==> src/rtl/rf_pkg.sv <==
// rtl/rf_pkg.sv - shared defaults and FSM state encoding for the rf_multiport register file
package rf_pkg;

    localparam int RF_DW_DEF = 32;
    localparam int RF_AW_DEF = 5;
    localparam int RF_NR_DEF = 2;

    typedef enum logic {
        RF_ST_CLEAR = 1'b0,
        RF_ST_RUN   = 1'b1
    } rf_state_e;

endpackage

==> src/rtl/rf_read_port.sv <==
// rtl/rf_read_port.sv - one registered read port: zero-reg mux, optional bypass (RF_BYPASS_EN), output register
module rf_read_port
    import rf_pkg::*;
#(
    parameter int DW       = RF_DW_DEF,
    parameter int AW       = RF_AW_DEF,
    parameter int ZERO_REG = 1
) (
    input  logic          clk,
    input  logic          rst,
    input  logic          state,
    input  logic [AW-1:0] raddr,
    input  logic [DW-1:0] mem_word,
    input  logic          we,
    input  logic [AW-1:0] waddr,
    input  logic [DW-1:0] wdata,
    output logic [DW-1:0] rdata
);

    logic          zero_hit;
    logic [DW-1:0] rdata_nxt;

    assign zero_hit = (ZERO_REG != 0) && (raddr == '0);

`ifdef RF_BYPASS_EN
    // When the addresses match, zero_hit also covers the write-to-entry-0 exclusion.
    always_comb begin
        rdata_nxt = mem_word;
        if (we && (waddr == raddr))
            rdata_nxt = wdata;
        if (zero_hit)
            rdata_nxt = '0;
    end
`else
    logic unused_wport;
    assign unused_wport = &{1'b0, we, waddr, wdata};

    always_comb begin
        rdata_nxt = mem_word;
        if (zero_hit)
            rdata_nxt = '0;
    end
`endif

    always_ff @(posedge clk) begin
        if (rst || (state != RF_ST_RUN))
            rdata <= '0;
        else
            rdata <= rdata_nxt;
    end

endmodule

==> src/rtl/rf_multiport.sv <==
// rtl/rf_multiport.sv - NR-read/1-write register file with clear sweep; RF_BYPASS_EN enables write-to-read bypass
module rf_multiport
    import rf_pkg::*;
#(
    parameter int DW       = RF_DW_DEF,
    parameter int AW       = RF_AW_DEF,
    parameter int NR       = RF_NR_DEF,
    parameter int ZERO_REG = 1
) (
    input  logic             clk,
    input  logic             rst,
    input  logic [NR*AW-1:0] raddr,
    output logic [NR*DW-1:0] rdata,
    input  logic             we,
    input  logic [AW-1:0]    waddr,
    input  logic [DW-1:0]    wdata,
    output logic             ready
);

    localparam logic [AW-1:0] PTR_LAST = '1;

    logic [DW-1:0] mem [2**AW];
    rf_state_e     state;
    logic [AW-1:0] ptr;
    logic          wr_ok;

    assign wr_ok = we && !((ZERO_REG != 0) && (waddr == '0));

    always_ff @(posedge clk) begin
        if (rst) begin
            state <= RF_ST_CLEAR;
            ptr   <= '0;
            ready <= 1'b0;
        end else begin
            case (state)
                RF_ST_CLEAR: begin
                    ptr <= ptr + 1'b1;
                    if (ptr == PTR_LAST) begin
                        state <= RF_ST_RUN;
                        ready <= 1'b1;
                    end
                end
                RF_ST_RUN: begin
                    ready <= 1'b1;
                end
                default: begin
                    state <= RF_ST_CLEAR;
                    ready <= 1'b0;
                end
            endcase
        end
    end

    // The sweep owns the array while clearing; writes from WB are dropped until RUN.
    always_ff @(posedge clk) begin
        if (!rst) begin
            if (state == RF_ST_CLEAR)
                mem[ptr] <= '0;
            else if (wr_ok)
                mem[waddr] <= wdata;
        end
    end

    for (genvar i = 0; i < NR; i++) begin : g_rd
        rf_read_port #(
            .DW       (DW),
            .AW       (AW),
            .ZERO_REG (ZERO_REG)
        ) u_rd (
            .clk      (clk),
            .rst      (rst),
            .state    (state),
            .raddr    (raddr[i*AW +: AW]),
            .mem_word (mem[raddr[i*AW +: AW]]),
            .we       (we),
            .waddr    (waddr),
            .wdata    (wdata),
            .rdata    (rdata[i*DW +: DW])
        );
    end

endmodule
==> config.mk <==
export PLATFORM = sky130hd
export DESIGN_NAME = rf_multiport
export DESIGN_NICKNAME = d
export VERILOG_FILES = /design/src/rtl/rf_pkg.sv /design/src/rtl/rf_read_port.sv /design/src/rtl/rf_multiport.sv
export SDC_FILE = /design/constraint.sdc
export NUM_CORES = 1
export LEC_CHECK = 0
export CORE_ASPECT_RATIO = 0.7
export CORE_MARGIN = 3
export CORE_UTILIZATION = 30
export DETAILED_ROUTE_END_ITERATION = 8
export PLACE_DENSITY = 0.46
export SETUP_SLACK_MARGIN = 0.3
export SLEW_MARGIN = 20
export SYNTH_ARGS = -nofsm -noshare
export SYNTH_HDL_FRONTEND = slang
export SYNTH_SLANG_ARGS = --single-unit
==> constraint.sdc <==
create_clock -name clk -period 7.9 [get_ports clk]
set_clock_uncertainty 0.1 [all_clocks]
set_input_delay 1.58 -clock clk [delete_from_list [all_inputs] [get_ports clk]]
set_output_delay 1.58 -clock clk [all_outputs]
set_load 0.05 [all_outputs]
==> results by stage, run 1 <==
Critical path:
- STA classifies the critical path startpoint as an input port.
- In this run the critical register-to-register path is captured at mem[1][7].
- The worst reg2reg path depth is 5.
- The critical path is of the in -> reg type.
- The worst setup path is captured at a flop.
- At the worst endpoint, the arrival time is ~4.8 ns.
- The worst register-to-register path begins at state.
- The critical path data required time is 8.16 ns.
- The setup slack of the most critical reg-to-reg path is ~4.4 ns.
- The largest driver fanout on the critical path is 18.

Global routing:
- Across every metal layer, demand over resource in global routing totals 0.197.
- The global-route congestion overflow total is 0.
- The number of antenna violations at the first check in global routing was 5.
- Entering global routing, the biggest net connects 79 pins.
- The first global-routing pass estimated about 230,000 µm of wire.
- The via count of the first global-routing pass was 28,516.

Timing:
- At the pin with the least slew margin, the transition time is 1.08 ns.
- The count of endpoints failing setup in the final report is 0.
- The smallest clock period supported by the final layout is computed as 4.54 ns.
- The post-route setup TNS is 0 ns.
- Of the available clock period, the critical path in the final layout requires 0.575.
- The final hold violation count was 0.
- The top achievable clock speed is 0.220 GHz.
- The final-report max-slew violation count is 0.
- Headroom to the max-slew limit came out at 0.280.
- Setup repair after global routing left no endpoint under its margin.

Cells and area:
- In the final layout, the multi-input gates occupy 16,200 µm².
- Once layout is complete, the utilization of the core stands at 0.350.
- Of the cells placed in the final design, the portion with a size suffix greater than 1 is 0.298.
- The number of nets in the layout is 2,593.
- The relative area change from synthesis to final layout is 15.0%.
- Registers take 32,200 µm².
- The layout filler cell count is 14,895.

Clocking:
- No sink is reached through more buffers than the 3 on the longest clock path.
- In this run, post-CTS repair resized a total of 0 instances.
- The H-tree was split into 3 levels.
- CTS saw 1,095 sinks.
- After clock tree synthesis, the clock-pin slew on the worst setup and hold paths is 0.07 ns.
- The clock latency at the later pin of the worst-skew pair is 0.73 ns.
- The clock tree from TritonCTS is built.
- The clock buffer count from CTS is 110.
- The hold-fix buffer count after cts is 0.
- In this run the post-CTS setup repair buffer count came out at 0.
- The tree is rooted in a clkbuf_16.

Die:
- The placeable core region is 162,000 µm².
- In this run the core area contains 123 standard-cell rows.
- Measured along the x axis, the die boundary spans 490 µm.
- The I/O pin count is 115.
- For this configuration, the core starts out at a cell density of 0.304.
- The vertical die dimension is 345 µm.
- The area of the die is 169,000 µm².

Yosys:
- The synthesized instance count is 2,431.
- Each instance of the synthesized netlist takes up on average 20.2 µm².
- The async set-reset flop share out of synthesis is 0.
- The number of synthesis warnings is 0.
- For this run, the register share of the synthesized area comes to 0.655.
- The number of nets handed over by synthesis was 2,483.
- The cell area after synthesis is 49,100 µm².
- The primary flip-flop cell chosen by synthesis mapping is edfxtp_1.
- Ranked by instance count, the synthesized netlist is headed by edfxtp_1 (1,024), mux4_2 (449), mux2i_1 (257), clkbuf_1 (96), dfxtp_1 (71).
- The most common cell in the netlist is edfxtp_1.
- After synthesis the netlist holds a flip-flop and latch count of 1,095.
- After synthesis, the cell types taking the most area are edfxtp_1 (63%), mux4_2 (21%), mux2i_1 (5.2%).
- The cell accounting for the most synthesized area is edfxtp_1.
- Yosys mapped a number of flops with a built-in enable equal to 1,024.
- Of the post-synthesis cell area, the dominant cell type holds 0.626.
- The count of unique library cells instantiated by Yosys is 51.

Power and ir drop:
- Across the VDD grid, the largest voltage drop is 0.000178 V.
- The leakage power summed over all cells is approximately 0.016 µW.
- The power density over cell area is 216 nW/µm².

Route:
- Once detail routing completed, the nets flagged for antenna violations numbered 0.
- The count of vias placed by the detailed router is 27,643.
- The routed length on met3 is 13,300 µm.
- The mean routed wirelength per cell is 35.1 µm.
- Dividing the detail-routed via count by the number of cells gives 5.80.
- The detailed-routing iteration count for the pre-antenna-repair pass is 5.
- The number of violations reported at the end of detailed-routing iteration 0 is ~3,200.
- The post-route DRC violation count is 0.
- The highest layer touched by signal routing is met4.
- The routed design uses 73,500 µm of met2 wire.
- The met1 wire length is 76,400 µm.
- Wires add up to 167,000 µm.

Placed design:
- Port buffering added about 110 buffers.
- The congestion estimate from routability-driven global placement came to approximately 0.8.
- Detailed placement finished with a half-perimeter wire length of 94,100 µm.

Min path:
- The startpoint identified for the worst hold timing path is ready.
- The tightest min-delay check is of the reg -> reg type.
- The end of the worst hold path is ready.
- Along the worst hold path, the cell count comes to 2.

Flow run:
- The max-capacitance violation count is 0.

Status:
- The run finished with clean final reports.
stage by stage:
stage | area [µm²] | instances | worst slack, ns | total power (µW) | hold WS (ns)
floorplan | 49100 | 2431 | 1.65 | 6890 | 0.455
global placement | 52900 | 4550 | 2.61 | 7130 | 0.410
detailed placement | 52900 | 4550 | 2.58 | 7130 | 0.387
CTS | 56400 | 4757 | 3.37 | 12300 | 0.414
global route | 56500 | 4761 | 3.30 | 12600 | 0.449
finish | 56500 | 4763 | 3.36 | 12200 | 0.411
critical path, cell delays in order:
cell	delay (ns)
clkdlybuf4s50_1	0.53
nor3_1	0.58
a21o_1	0.33
a31oi_1	0.38
nor2_4	0.77
buf_4	0.57
routing by layer:
layer | GRT usage | vias to the layer above
li1 | - | 10870
met4 | 0.0468 | 0
met5 | 0 | -
met1 | 0.298 | 15195
met2 | 0.291 | 1344
met3 | 0.0367 | 234
worst max-delay path by stage:
stage	cells after the start	from	endpoint
2_1_floorplan	5	waddr[3]	mem[15][0]
6_report	6	waddr[3]	mem[17][30]
5_1_grt	6	waddr[3]	mem[17][10]
3_3_place_gp	6	rst	mem[8][27]
4_1_cts	6	waddr[3]	mem[17][30]
3_5_place_dp	6	waddr[3]	mem[17][10]
where the power goes:
group	switching [µW]	total, µW	internal, µW	leakage [µW]
sequential	17.2	6300	6280	0.00847
clock	2300	5220	2920	0.00173
combinational	412	698	286	0.00581
total	2730	12200	9490	0.0160
state kept, by name, summed over array words and instances (netlist names):
| register | count |
|---|---|
| state | 1 |
| ptr | 5 |
| ready | 1 |
| g_rd.u_rd.rdata | 64 |
| mem | 1024 |
area by class of cell:
type,instances,share of cell area
inverter,4,0.000266
multi-input combinational,1132,0.287
antenna,2,0.0000886
clock buffer,152,0.0538
clock inverter,55,0.00839
sequential,1095,0.569
tap,2125,0.0471
timing repair buffer,198,0.0339
logic make-up after synthesis:
| logic type | count (synthesis) | share of synthesized area |
|---|---|---|
| flops | 1095 | 0.655 |
| compound gates | 273 | 0.0487 |
| xor+xnor | 3 | 0.000535 |
| fa+ha+maj | 2 | 0.000509 |
| simple gates | 148 | 0.0165 |
| mux | 706 | 0.258 |
| buf+inv | 204 | 0.0206 |
placed cells by master, fill, tap and decap left out, types with 6 or more instances in the layout:
cell type | Yosys | layout
a2111oi_0 | 6 | 6
a2111oi_2 | 25 | 25
a211oi_1 | 32 | 32
a22o_1 | 62 | 62
and2_1 | 33 | 18
and2_2 | 0 | 14
buf_12 | 0 | 8
buf_4 | 19 | 74
buf_8 | 0 | 7
bufinv_16 | 0 | 7
clkbuf_1 | 96 | 30
clkbuf_16 | 0 | 111
clkbuf_8 | 0 | 11
clkdlybuf4s50_1 | 0 | 106
clkinv_1 | 0 | 16
clkinv_2 | 0 | 22
dfxtp_1 | 71 | 71
edfxtp_1 | 1024 | 1024
mux2i_1 | 257 | 257
mux4_2 | 449 | 449
nor2_1 | 28 | 15
nor2_4 | 0 | 12
nor3_1 | 51 | 35
nor3_2 | 0 | 16
o221ai_1 | 63 | 63
o22a_1 | 33 | 33
o22ai_1 | 31 | 31
(Power assumes the default switching activity.)
==> inputs of run 2 (changes only) <==
Clock period 7.9 ns to 4.7 ns, I/O delays scaled along.
==> results by stage, run 2 (synthesis results as in run 1) <==
Timing:
- The post-route setup TNS came to 0 ns (unchanged).
- Unrepaired setup endpoints after global routing: false (unchanged).
- The top achievable clock speed is 0.287 GHz.
- The final-report max-slew violation count is 0 (unchanged).
- Dividing the final minimum period by the clock period gives 0.742.
- The slew at the pin closest to its max-slew limit was 1.07 ns (was 1.08 ns).
- The count of endpoints failing setup in the final report is 0 (unchanged).
- For the finished layout, the period the worst path requires is 3.49 ns.
- The final hold violation count is 0 (unchanged).
- The worst max-slew margin expressed relative to the limit was 0.285 (was 0.280).

Route:
- The remaining antenna violation count after routing is 0 (unchanged).
- The final wirelength was 166,000 µm (was 167,000 µm).
- The mean routed wirelength per cell is 34.4 µm (was 35.1 µm).
- The post-route DRC violation count is 0 (unchanged).
- The count of vias placed by the detailed router is 27,544 (was 27,643).
- The detailed-routing iteration count for the pre-antenna-repair pass is 5 (unchanged).
- The average vias per placed instance is 5.72 (was 5.80).
- The number of violations reported at the end of detailed-routing iteration 0 is 2,797 (was 3,182).

Critical path:
- The worst stage delay on the critical path is 0.92 ns (was 0.77 ns).
- The reg-to-reg startpoint is state (unchanged).
- Sequence of cells on the critical path: clkdlybuf4s50_1 -> or3b_2 -> o22ai_1 -> a2111oi_1 -> buf_4 -> nor3_1 (was clkdlybuf4s50_1 -> nor3_1 -> a21o_1 -> a31oi_1 -> nor2_4 -> buf_4).
- The total buffers and inverters traversed by the critical path is 2 (unchanged).
- The arrival time of data at the critical path endpoint is 3.96 ns (was 4.80 ns).
- The worst reg2reg path depth is 5 (unchanged).
- The critical register-to-register path endpoint was mem[21][25] (was mem[1][7]).
- The type of the worst setup path is in -> reg (unchanged).
- The type of destination of the critical path is a flop (unchanged).
- The largest driver fanout on the critical path came to 11 (was 18).
- The slowest library cell on the worst path is a2111oi_1 (was nor2_4).
- The type of origin of the critical path is an input port (unchanged).
- The setup slack of the most critical reg-to-reg path came to 1.61 ns (was 4.36 ns).
- The cell class contributing the biggest share of worst-path delay is buffers and inverters (was simple AND/OR/NAND/NOR gates).
- The start point of the critical path is raddr[8] (was waddr[3]).
- The critical path data required time was 5.17 ns (was 8.16 ns).

Placed design:
- The global placement routability congestion is 0.793 (was 0.803).
- The detailed placer's ending HPWL is 97,800 µm (was 94,100 µm).
- The number of buffers inserted by port buffering is 114 (unchanged).

Clocking:
- The clock transition at the registers of the reported paths came to 0.06 ns (was 0.07 ns).
- The clock buffer count from CTS is 109 (was 110).
- The clock root buffer master was clkbuf_16 (unchanged).
- The clock latency at the later pin of the worst-skew pair is 0.71 ns (was 0.73 ns).
- The buffer count from post-CTS setup fixing is 0 (unchanged).
- The deepest level of the CTS H-tree is 3 (unchanged).
- The maximum number of buffers from clock root to sink came to 3 (unchanged).
- The number of clock sinks seen by CTS is 1,095 (unchanged).
- The hold-fix buffer count after cts is 0 (unchanged).
- The quantity of gates resized following cts is 0 (unchanged).
- The clock tree from TritonCTS was built (unchanged).

Cells and area:
- The share of the core filled with cells is 0.357 (was 0.350).
- The fraction of layout instances using a drive strength above 1 is 0.316 (was 0.298).
- The relative area change from synthesis to final layout is 17.3% (was 15.0%).
- Most frequent cells in the layout: edfxtp_1 (1,024), mux4_2 (449), mux2i_1 (257) (unchanged).
- The number of flip-flops in the largest register is 1,024 (unchanged).
- The largest register by flop count is mem (unchanged).
- Largest registers in the final layout: mem: 1024 flops, g_rd.u_rd.rdata: 64 flops, ptr: 5 flops (unchanged).
- The number of nets in the layout was 2,642 (was 2,593).
- The leading cell type in the layout, fill and taps excluded is edfxtp_1 (unchanged).

Global routing:
- The via count of the first global-routing pass is 28,551 (was 28,516).
- The global-route congestion overflow total was 0 (unchanged).
- The global-route wire length before repair came to 229,000 µm (was 232,000 µm).
- The number of antenna violations at the first check in global routing came to 5 (unchanged).
- The global-route total usage across every layer is 0.195 (was 0.197).
- The largest net degree at the start of global routing came to 69 (was 79).

Power and ir drop:
- The share of power burned in registers came to 0.509 (was 0.516).
- The combinational share of power was 0.059 (was 0.057).
- The worst IR drop on VDD is 0.000252 V (was 0.000178 V).
- The fraction of power spent switching nets is 0.219 (was 0.223).
- The leakage power summed over all cells is 0.0166 µW (was 0.0160 µW).
- The net switching component of the power is 4560 µW (was 2730 µW).
- The clock network fraction of design power is 0.432 (was 0.427).
- The power density over cell area came to 361 nW/µm² (was 216 nW/µm²).
- The internal power summed over all cells came to 16,200 µW (was 9490 µW).

Die:
- The placeable core region is 162,000 µm² (unchanged).
- The initial standard-cell utilization of the core is 0.304 (unchanged).
- The I/O pin count is 115 (unchanged).
- The die span in x is 490 µm (unchanged).
- The vertical die dimension is 345 µm (unchanged).
- The area of the die is 169,000 µm² (unchanged).
- The row count came to 123 (unchanged).

Min path:
- The worst hold path depth was 2 (unchanged).
- The end of the worst hold path is ready (unchanged).
- The startpoint of the most critical hold path is ready (unchanged).
- The path category of the worst min-delay check is reg -> reg (unchanged).

Flow run:
- The max-capacitance violation count is 0 (unchanged).

Status:
- Outcome: finished, final reports clean (unchanged).
## run 2: changes by cell type in the layout (fill, tap and decap cells not counted), moves of 3 or more
cell       previous run  this run
buf_12                8        52
buf_8                 7         3
clkbuf_1             30        20
and2_1               18        14
nor3_4                0        12
bufinv_16             7        10
buf_4                74        85
nor3_2               16         4
clkinv_2             22        27
and2_2               14        18
clkbuf_8             11        14
inv_6                 4         1
## run 2: how the worst max path moves through the flow
stage,to,slack [ns],depth (start not counted)
finish,g_rd[1].u_rd.rdata[31],1.21,6
global route,g_rd[1].u_rd.rdata[31],1.15,6
CTS,g_rd[1].u_rd.rdata[30],1.12,7
detailed placement,g_rd[1].u_rd.rdata[30],0.34,7
global placement,g_rd[1].u_rd.rdata[30],0.12,7
floorplan,mem[15][0],-0.91,5
## run 2: final cells by class
type	instances	area, µm²
Tap cell	2125	2660
Inverter	4	15.0
Timing Repair Buffer	248	2810
Clock inverter	60	563
Multi-Input combinational cell	1132	16300
Antenna cell	3	7.51
Fill cell	14842	104000
Clock buffer	147	3100
Sequential cell	1095	32200
## run 2: tightest hold or removal path: stages, from the launching register on
cell	delay [ns]
dfxtp_1	0.35
nor3_1	0.06
nor2_1	0.07
## run 2: metal layers
| metal | vias up | global-route usage | routed length [µm] |
|---|---|---|---|
| met5 | - | 0 | 0 |
| met4 | 0 | 0.0439 | 3670 |
| met3 | 217 | 0.0539 | 15300 |
| met2 | 1315 | 0.293 | 73400 |
| met1 | 15057 | 0.283 | 73400 |
| li1 | 10955 | - | - |
## run 2: power groups by stage
stage                     Clock (µW)  Combinational, µW  Sequential [µW]
after floorplan                    0                793            10800
after global placement             0               1230            10800
after detailed placement           0               1230            10800
after global routing            9620               1290            10600
after CTS                       9190               1240            10600
final                           8980               1230            10600
## run 2: metrics by stage
stage | power (µW) | setup slack [ns] | std cells | area, µm² | hold WS (ns)
2_1_floorplan | 11600 | -0.909 | 2431 | 49200 | 0.455
3_3_place_gp | 12000 | 0.120 | 4604 | 53900 | 0.426
3_5_place_dp | 12000 | 0.338 | 4604 | 53900 | 0.424
4_1_cts | 21000 | 1.12 | 4811 | 57600 | 0.438
5_1_grt | 21500 | 1.15 | 4812 | 57600 | 0.477
6_report | 20800 | 1.21 | 4814 | 57600 | 0.424
